===== src/rtl/tdc_therm_decoder.sv =====
// Captures a quasi-static TDC thermometer code after a settle delay, converts it to a
// bubble-tolerant tap count by popcount, and averages 2**LOG_AVG samples per batch.
module tdc_therm_decoder #(
  parameter int N_DELAY    = 32,
  parameter int LOG_AVG    = 2,
  parameter int SETTLE_CYC = 4,
  localparam int CW = $clog2(N_DELAY+1),
  localparam int AW = CW + LOG_AVG
) (
  input  logic               clk_i,
  input  logic               rst_i,
  input  logic [N_DELAY-1:0] therm_in_i,
  input  logic               sample_req_i,
  output logic               busy_o,
  output logic               out_valid_o,
  input  logic               out_ready_i,
  output logic [AW-1:0]      out_sum_o,
  output logic [CW-1:0]      out_mean_o,
  output logic               out_ovf_o,
  output logic               out_bubble_o
);

  localparam int SW   = (SETTLE_CYC > 1) ? $clog2(SETTLE_CYC) : 1;
  localparam int NW   = (LOG_AVG > 0) ? LOG_AVG : 1;
  localparam int NSMP = 2**LOG_AVG;

  typedef enum logic [2:0] {IDLE, WAIT, CAP0, CAP1, DEC, ACC, OUT} state_t;

  state_t             state_q, state_d;
  logic [SW-1:0]      settle_q, settle_d;
  logic [N_DELAY-1:0] s1_q, s1_d, s2_q, s2_d;
  logic [CW-1:0]      cnt_q, cnt_d, pop;
  logic               ovf_s_q, ovf_s_d, bub_s_q, bub_s_d;
  logic [AW-1:0]      acc_q, acc_d;
  logic [NW-1:0]      nsmp_q, nsmp_d;
  logic               ovf_q, ovf_d, bub_q, bub_d;
  logic               vld_q, vld_d;

  always_comb begin
    pop = '0;
    for (int i = 0; i < N_DELAY; i++) pop = pop + CW'(s2_q[i]);
  end

  always_comb begin
    state_d  = state_q;
    settle_d = settle_q;
    s1_d     = s1_q;
    s2_d     = s2_q;
    cnt_d    = cnt_q;
    ovf_s_d  = ovf_s_q;
    bub_s_d  = bub_s_q;
    acc_d    = acc_q;
    nsmp_d   = nsmp_q;
    ovf_d    = ovf_q;
    bub_d    = bub_q;
    vld_d    = vld_q;
    case (state_q)
      IDLE: if (sample_req_i) begin
        state_d  = WAIT;
        settle_d = SW'(SETTLE_CYC-1);
      end
      WAIT: if (settle_q == '0) state_d = CAP0;
            else settle_d = settle_q - 1'b1;
      CAP0: begin s1_d = therm_in_i; state_d = CAP1; end
      CAP1: begin s2_d = s1_q;       state_d = DEC;  end
      DEC: begin
        cnt_d   = pop;
        ovf_s_d = &s2_q;
        // a clean code is exactly the low pop bits set; shifting by N_DELAY yields all-ones
        bub_s_d = s2_q != ~({N_DELAY{1'b1}} << pop);
        state_d = ACC;
      end
      ACC: begin
        acc_d   = acc_q + AW'(cnt_q);
        ovf_d   = ovf_q | ovf_s_q;
        bub_d   = bub_q | bub_s_q;
        nsmp_d  = nsmp_q + 1'b1;
        state_d = (nsmp_q == NW'(NSMP-1)) ? OUT : IDLE;
      end
      OUT: begin
        // valid is raised one cycle after entry so results come from settled registers
        if (!vld_q) vld_d = 1'b1;
        else if (out_ready_i) begin
          vld_d   = 1'b0;
          acc_d   = '0;
          nsmp_d  = '0;
          ovf_d   = 1'b0;
          bub_d   = 1'b0;
          state_d = IDLE;
        end
      end
      default: state_d = IDLE;
    endcase
  end

  always_ff @(posedge clk_i) begin
    if (rst_i) begin
      state_q  <= IDLE;
      settle_q <= '0;
      s1_q     <= '0;
      s2_q     <= '0;
      cnt_q    <= '0;
      ovf_s_q  <= 1'b0;
      bub_s_q  <= 1'b0;
      acc_q    <= '0;
      nsmp_q   <= '0;
      ovf_q    <= 1'b0;
      bub_q    <= 1'b0;
      vld_q    <= 1'b0;
    end else begin
      state_q  <= state_d;
      settle_q <= settle_d;
      s1_q     <= s1_d;
      s2_q     <= s2_d;
      cnt_q    <= cnt_d;
      ovf_s_q  <= ovf_s_d;
      bub_s_q  <= bub_s_d;
      acc_q    <= acc_d;
      nsmp_q   <= nsmp_d;
      ovf_q    <= ovf_d;
      bub_q    <= bub_d;
      vld_q    <= vld_d;
    end
  end

  assign busy_o       = state_q != IDLE;
  assign out_valid_o  = vld_q;
  assign out_sum_o    = vld_q ? acc_q : '0;
  assign out_mean_o   = vld_q ? CW'(acc_q >> LOG_AVG) : '0;
  assign out_ovf_o    = vld_q & ovf_q;
  assign out_bubble_o = vld_q & bub_q;

endmodule


===== config.mk =====
export PLATFORM = sky130hd
export DESIGN_NAME = tdc_therm_decoder
export DESIGN_NICKNAME = d
export VERILOG_FILES = /design/src/rtl/tdc_therm_decoder.sv
export SDC_FILE = /design/constraint.sdc
export NUM_CORES = 1
export LEC_CHECK = 0
export ABC_AREA = 1
export CAP_MARGIN = 10
export CORE_MARGIN = 4
export CORE_UTILIZATION = 45
export DETAILED_ROUTE_END_ITERATION = 10
export GPL_ROUTABILITY_DRIVEN = 0
export PLACE_DENSITY_LB_ADDON = 0.12
export SYNTH_ARGS = -nofsm -noshare
export SYNTH_HDL_FRONTEND = slang
export SYNTH_SLANG_ARGS = --single-unit

===== constraint.sdc =====
create_clock -name clk_i -period 16.6 [get_ports clk_i]
set_input_delay 3.32 -clock clk_i [delete_from_list [all_inputs] [get_ports clk_i]]
set_output_delay 3.32 -clock clk_i [all_outputs]
set_load 0.1 [all_outputs]

==> results.md, run 1 <==
* Run status: complete, no violations
* Critical R2R Launch: s2_q[9]
* CTS hold repair buffers at 0
* Post-detail-place hpwl at 10.3 mm
* Die area at 0.0138 sq mm
* DIE HEIGHT at 118 um
* # rows at 39
* Seq/Total Area, Yosys at 33.3%
* PostCTS Resize Cnt at 0
* Final ANT Viol Nets at 0
* Crit end category: flop
* Slew @ Worst Pin at 1.01 ns
* Starting Density at 46.7%
* Syn-to-layout area delta at 15.0%
* Final instance area at 0.00621 sq mm
* PortBufs at 53
* Register bit count reported by yosys at 90
* Post CTS Setup Buffer Count at 0
* Num CTS Buffers at 9
* Post-DP Area at 0.00594 sq mm
* CP required at 16.84 ns
* H-tree Lvls at 3
* DP Cell Count at 944
* Clock tree from TritonCTS: done
* Hold Fails Final Rpt at 0
* Die Span X at 118 um
* Min-Delay Path Class: reg -> reg
* Fill cell count at 1,147
* Ant diodes at 0
* Grt total ovfl at 0
* P_leak at 2.84 nW
* Net count, final at 889
* Vias per inst at 5.25
* CP Max Fanout at 27
* Clk slew on worst S/H paths at 0.07 ns
* Global Route Usage Sum at 20.2%
* # DRC at 0
* CP arrival at 6.22 ns
* First-pass GRT wire length at 22.8 mm
* Top Ports at 54
* Net count of the mapped netlist at 862
* DR WL/cell at 14.3 um
* Pwr Density at 196 mW/mm^2
* Setup violations, final at 0
* Clk_lat worst skew at 0.35 ns
* Avg Inst Size Synth at 6.88 sq um
* CP startpoint: s2_q[9]
* Initial DRC Count at 438
* Largest net degree at the start of global routing at 66
* Crit Path Class: reg -> reg
* Clk_skew at 0.00926 ns
* Fin cells at 959
* Share of layout cells above drive strength 1 at 3.68%
* Worst rel slew slack at 32.7%
* Synthesis warning total at 0
* Maxcap violations at 0
* Pre-antenna DRT Iters at 6
* Routed via count at 5,036
* RSZ-0062 raised after global routing: false
* Initial antenna violation count at 0
* Max clock buf depth at 2
* CP Launch Type: flop
* Post-Synthesis Cell Area at 0.00540 sq mm
* Final period utilization at 36.0%
* Clock sink count at 90
* Worst hold start: s1_q[28]
* Cells after Synth at 785
* Fmax at 0.167 GHz
* Final Max Tran Viols at 0
* VDD IR max at 0.0892 mV
* Via count of the first global-routing pass at 4,610
* Final wirelength at 13.7 mm
* Final Critical Period at 5.97 ns
* Setup TNS at 0 ns
* Synth cell types at 28
* CTS Root Cell: clkbuf_16
* Core Region at 0.0116 sq mm
==> per-stage QoR <==
stage	setup slack [ns]	hold slack [ns]	total power, mW	util, %
after CTS	10.69	0.456	1.21	53.7
final	10.63	0.453	1.22	53.7
after detailed placement	10.69	0.446	1.02	51.4
after floorplan	10.86	0.430	0.832	-
after global routing	10.20	0.476	1.33	53.7
after global placement	10.81	0.439	1.01	51.4
==> power by group <==
part	switching, mW	total [mW]	internal (mW)
clock	0.0876	0.189	0.101
sequential	0.0351	0.297	0.262
combinational	0.487	0.733	0.246
==> worst paths after layout <==
check / end / slack (ns) / cells past startpoint
worst max-delay path: bub_s_q / 10.63 / 24
worst min-delay path: s1_q[28] / 0.45 / 2
worst max register to register: bub_s_q / 10.63 / 24
worst min register to register: s1_q[28] / 0.45 / 2
==> synthesized netlist by cell type <==
library cell / n / area share [%]
nand2_1: 173 / 12
inv_1: 127 / 8.8
dfxtp_1: 90 / 33
a21oi_1: 87 / 8.1
o21ai_0: 74 / 6.9
nand3_1: 64 / 5.9
nor2_1: 52 / 3.6
clkbuf_1: 25 / 1.7
fa_1: 25 / 9.3
ha_1: 16 / 3.7
nand4_1: 11 / 1.3
buf_4: 10 / 1.4
nor3_1: 6 / 0.56
o211ai_1: 4 / 0.56
buf_2: 3 / 0.28
inv_2: 2 / 0.14
nand2_2: 2 / 0.23
nor2_4: 2 / 0.42
nor4_1: 2 / 0.23
or2_2: 2 / 0.23
a211oi_1: 1 / 0.14
and3_1: 1 / 0.12
buf_6: 1 / 0.21
nand2_4: 1 / 0.21
nand3_2: 1 / 0.19
nor3_2: 1 / 0.19
o21bai_1: 1 / 0.14
xor2_1: 1 / 0.16
==> cell families after synthesis <==
kind of cell	Yosys count	share of synthesized area, %
flops	90	33.3
buf+inv	168	12.6
xor+xnor	1	0.162
simple gates	318	25.2
fa+ha+maj	41	13.0
compound gates	167	15.7
==> worst max-delay path: stages, from the launching register on <==
cell and delay [ns]:
dfxtp_1 0.51, fa_1 0.47, inv_1 0.08, fa_1 0.43
fa_1 0.50, fa_1 0.56, fa_1 0.44, fa_1 0.49
inv_1 0.04, ha_1 0.22, fa_1 0.42, nand3_1 0.14
nand3_1 0.10, nand2_1 0.08, nand2_2 0.15, nor2_4 0.47
nand2_1 0.11, nand2_1 0.09, nand2_1 0.04, nor2_1 0.08
nand2_1 0.06, nor2_1 0.16, nand2_1 0.07, nor2_1 0.10
nor2_1 0.05
==> final cells by class <==
type,count,area (sq um),area share (%)
Sequential cell,90,1800,29.0
Tap cell,143,179,2.88
Clock buffer,9,225,3.63
Inverter,129,484,7.80
Multi-Input combinational cell,527,2930,47.2
Timing Repair Buffer,55,546,8.78
Clock inverter,6,43.8,0.705
==> flip-flops by register name, indices dropped and copies added, names as in the netlist <==
| signal | count |
|---|---|
| settle_q | 2 |
| bub_s_q | 1 |
| nsmp_q | 2 |
| ovf_q | 1 |
| s1_q | 32 |
| s2_q | 32 |
| state_q | 3 |
| acc_q | 8 |
| out_valid_o | 1 |
| ovf_s_q | 1 |
| bub_q | 1 |
| cnt_q | 6 |
==> per-layer routing <==
layer	part of all wire [%]	track usage (%)	vias up
met5	0	0	-
met4	2.6	8.42	0
li1	-	-	2548
met1	47	28.0	2279
met2	44	30.8	183
met3	6.2	3.70	26
==> cells in the final DEF (no fill, tap or decap) <==
master,netlist,final
xor2_1,1,1
nand3_2,1,2
a211oi_1,1,1
buf_4,10,2
clkinv_2,0,2
inv_6,0,1
inv_2,2,2
nor2_1,52,52
nor3_1,6,5
a21oi_1,87,87
nand2_2,2,2
ha_1,16,16
dfxtp_1,90,90
o21ai_0,74,74
nand4_1,11,11
clkbuf_16,0,9
nor3_2,1,2
inv_1,127,127
clkdlybuf4s50_1,0,53
o211ai_1,4,4
clkinv_4,0,2
o21bai_1,1,1
nor2_4,2,2
nand3_1,64,63
nand2_4,1,1
clkinvlp_4,0,1
nor4_1,2,2
and3_1,1,1
or2_2,2,2
fa_1,25,25
nand2_1,173,173
Note: power is estimated with default switching activity, not from simulation.
==> run 2, diff against run 1 <==
==> constraint.sdc (replaced) <==
create_clock -name clk_i -period 5.85 [get_ports clk_i]
set_input_delay 1.17 -clock clk_i [delete_from_list [all_inputs] [get_ports clk_i]]
set_output_delay 1.17 -clock clk_i [all_outputs]
set_load 0.1 [all_outputs]
==> run 2 against run 1 <==
Compared with the run above:
- clock skew increased by 0.0024 ns
- sequential power rose to 2.8 times the previous value
- via count is 0.40% lower
- maximum frequency is 7.2% higher
- hold slack got worse by 0.0040 ns
- critical path depth is 1 lower
- sequential cell count is the same
- clock power rose to 2.8 times the previous value
- largest power group unchanged
- sequential share of layout area is 0.58 points lower
- critical endpoint unchanged
- total power grew to 2.8 times the previous value
==> results.md, run 2 (synthesis results as in run 1) <==
* Run status: complete, no violations (unchanged)
* Crit end category: flop (unchanged)
* Ant diodes at 0 (unchanged)
* PortBufs at 53 (unchanged)
* CP arrival at 5.81 ns (was 6.22 ns)
* Final Max Tran Viols at 0 (unchanged)
* Fin cells at 970 (was 959)
* Final wirelength at 13.5 mm (was 13.7 mm)
* Critical R2R Launch: s2_q[23] (was s2_q[9])
* DR WL/cell at 13.9 um (was 14.3 um)
* Clk_lat worst skew at 0.35 ns (about the same)
* Pre-antenna DRT Iters at 5 (was 6)
* Share of layout cells above drive strength 1 at 6.29% (was 3.68%)
* Die area at 0.0138 sq mm (unchanged)
* VDD IR max at 0.354 mV (was 0.0892 mV)
* Num CTS Buffers at 9 (unchanged)
* CP Launch Type: flop (unchanged)
* Slew @ Worst Pin at 1.02 ns (was 1.01 ns)
* Hold Fails Final Rpt at 0 (unchanged)
* CP required at 6.09 ns (was 16.84 ns)
* Final period utilization at 95.2% (was 36.0%)
* Pwr Density at 538 mW/mm^2 (was 196 mW/mm^2)
* Fill cell count at 1,129 (was 1,147)
* Die Span X at 118 um (unchanged)
* Final ANT Viol Nets at 0 (unchanged)
* CP Capture Point: bub_s_q (unchanged)
* Final instance area at 0.00635 sq mm (was 0.00621 sq mm)
* Clock sink count at 90 (unchanged)
* P_leak at 2.91 nW (was 2.84 nW)
* Starting Density at 46.7% (unchanged)
* Worst rel slew slack at 31.8% (was 32.7%)
* Net count, final at 900 (was 889)
* Vias per inst at 5.17 (was 5.25)
* Crit Path Class: reg -> reg (unchanged)
* Global Route Usage Sum at 20.4% (was 20.2%)
* Reg2reg end: bub_s_q (unchanged)
* Clock tree from TritonCTS: done (unchanged)
* Critical path depth at 23 (was 24)
* Initial antenna violation count at 0 (unchanged)
* RSZ-0062 raised after global routing: false (unchanged)
* Buffers & Inverters on Critical Path at 3 (was 2)
* Clk slew on worst S/H paths at 0.07 ns (about the same)
* Commonest cells after routing, fill and taps aside: nand2_1 (171), inv_1 (127), a21oi_1 (87) (was nand2_1 (173), inv_1 (127), dfxtp_1 (90))
* Top Ports at 54 (unchanged)
* Commonest non-fill, non-tap cell in the layout: nand2_1 (unchanged)
* Routed via count at 5,016 (was 5,036)
* Max incr delay on CP at 0.58 ns (was 0.56 ns)
* Worst path cell trace: inv_1 > fa_1 > fa_1 > fa_1 > fa_1 > fa_1 > fa_1 > inv_1 > ha_1 > fa_2 > inv_1 > nand2_1 > nand3_1 > nand2_1 > nand2_1 > nand2_1 > nand2_1 > nor2_1 > nand2_1 > nor2_1 > nand2_1 > nor2_1 > nor2_1 (was fa_1 > inv_1 > fa_1 > fa_1 > fa_1 > fa_1 > fa_1 > inv_1 > ha_1 > fa_1 > nand3_1 > nand3_1 > nand2_1 > nand2_2 > nor2_4 > nand2_1 > nand2_1 > nand2_1 > nor2_1 > nand2_1 > nor2_1 > nand2_1 > nor2_1 > nor2_1)
* Setup TNS at 0 ns (unchanged)
* Min-Delay Path Class: reg -> reg (unchanged)
* Clk_skew at 0.0117 ns (was 0.00926 ns)
* Largest regs: s1_q: 32 flops, s2_q: 32 flops, acc_q: 8 flops (unchanged)
* Largest net degree at the start of global routing at 66 (unchanged)
* Syn-to-layout area delta at 17.6% (was 15.0%)
* Final Critical Period at 5.57 ns (was 5.97 ns)
* Reg2Reg Depth at 23 (was 24)
* Via count of the first global-routing pass at 4,810 (was 4,610)
* CP Max Fanout at 4 (was 27)
* # rows at 39 (unchanged)
* Maxcap violations at 0 (unchanged)
* Initial DRC Count at 375 (was 438)
* # DRC at 0 (unchanged)
* H-tree Lvls at 3 (unchanged)
* R2r setup slk at 0.28 ns (was 10.63 ns)
* Post-Route Utilization at 54.9% (was 53.7%)
* Post-DP Area at 0.00601 sq mm (was 0.00594 sq mm)
* DP Cell Count at 952 (was 944)
* Post-detail-place hpwl at 10.3 mm (about the same)
* CTS Root Cell: clkbuf_16 (unchanged)
* First-pass GRT wire length at 23.1 mm (was 22.8 mm)
* Family with the most delay on the worst path: adder cells (unchanged)
* Setup violations, final at 0 (unchanged)
* Max clock buf depth at 2 (unchanged)
* Most frequent CP cell: nand2_1 (was fa_1)
* Grt total ovfl at 0 (unchanged)
* Core Region at 0.0116 sq mm (unchanged)
* DIE HEIGHT at 118 um (unchanged)
* Fmax at 0.179 GHz (was 0.167 GHz)
* Slowest cell on the critical path: fa_2 (was fa_1)
* CP startpoint: s2_q[23] (was s2_q[9])
[run 2: worst min-delay path by stage]
stage	start	endpoint	depth (start not counted)
global placement	s1_q[10]	s2_q[10]	2
CTS	s1_q[2]	s2_q[2]	2
floorplan	s1_q[0]	s1_q[0]	2
detailed placement	s1_q[2]	s2_q[2]	2
finish	s1_q[21]	s2_q[21]	2
global route	s1_q[12]	s1_q[12]	2
[run 2: what timing repair did]
item,CTS,global route
buffers inserted,0,3
resized for setup,0,13
setup endpoints to repair,0,1
hold buffers,0,0
[run 2: routing by layer]
layer	track usage, %	wire, um
met1	27.8	6340
met2	31.0	5840
met3	4.66	895
met4	8.94	384
met5	0	0
[run 2: worst register-to-register path: cells and delay by family, from the launching register on]
kind	cells	cell delay, ns
fa+ha+maj	8	3.77
simple gates	12	1.14
flops	1	0.36
buf+inv	3	0.20
[run 2: stage by stage]
stage	total power, mW	setup slack, ns	hold WS, ns
floorplan	2.36	0.584	0.430
global placement	2.77	0.174	0.439
detailed placement	2.80	0.0960	0.445
CTS	3.35	0.0790	0.456
global route	3.80	0.00531	0.478
finish	3.42	0.278	0.449
[run 2: area by class of cell]
type / count / area (sq um) / area share (%)
Clock inverter: 6 / 48.8 / 0.768
Multi-Input combinational cell: 527 / 2950 / 46.5
Tap cell: 143 / 179 / 2.82
Clock buffer: 9 / 225 / 3.54
Inverter: 129 / 484 / 7.62
Timing Repair Buffer: 66 / 657 / 10.3
Sequential cell: 90 / 1810 / 28.4
[run 2: power by group]
part	internal [mW]	leakage, nW	switching (mW)	total (mW)
clock	0.290	0.130	0.248	0.538
sequential	0.746	0.734	0.0956	0.841
combinational	0.723	2.05	1.32	2.04
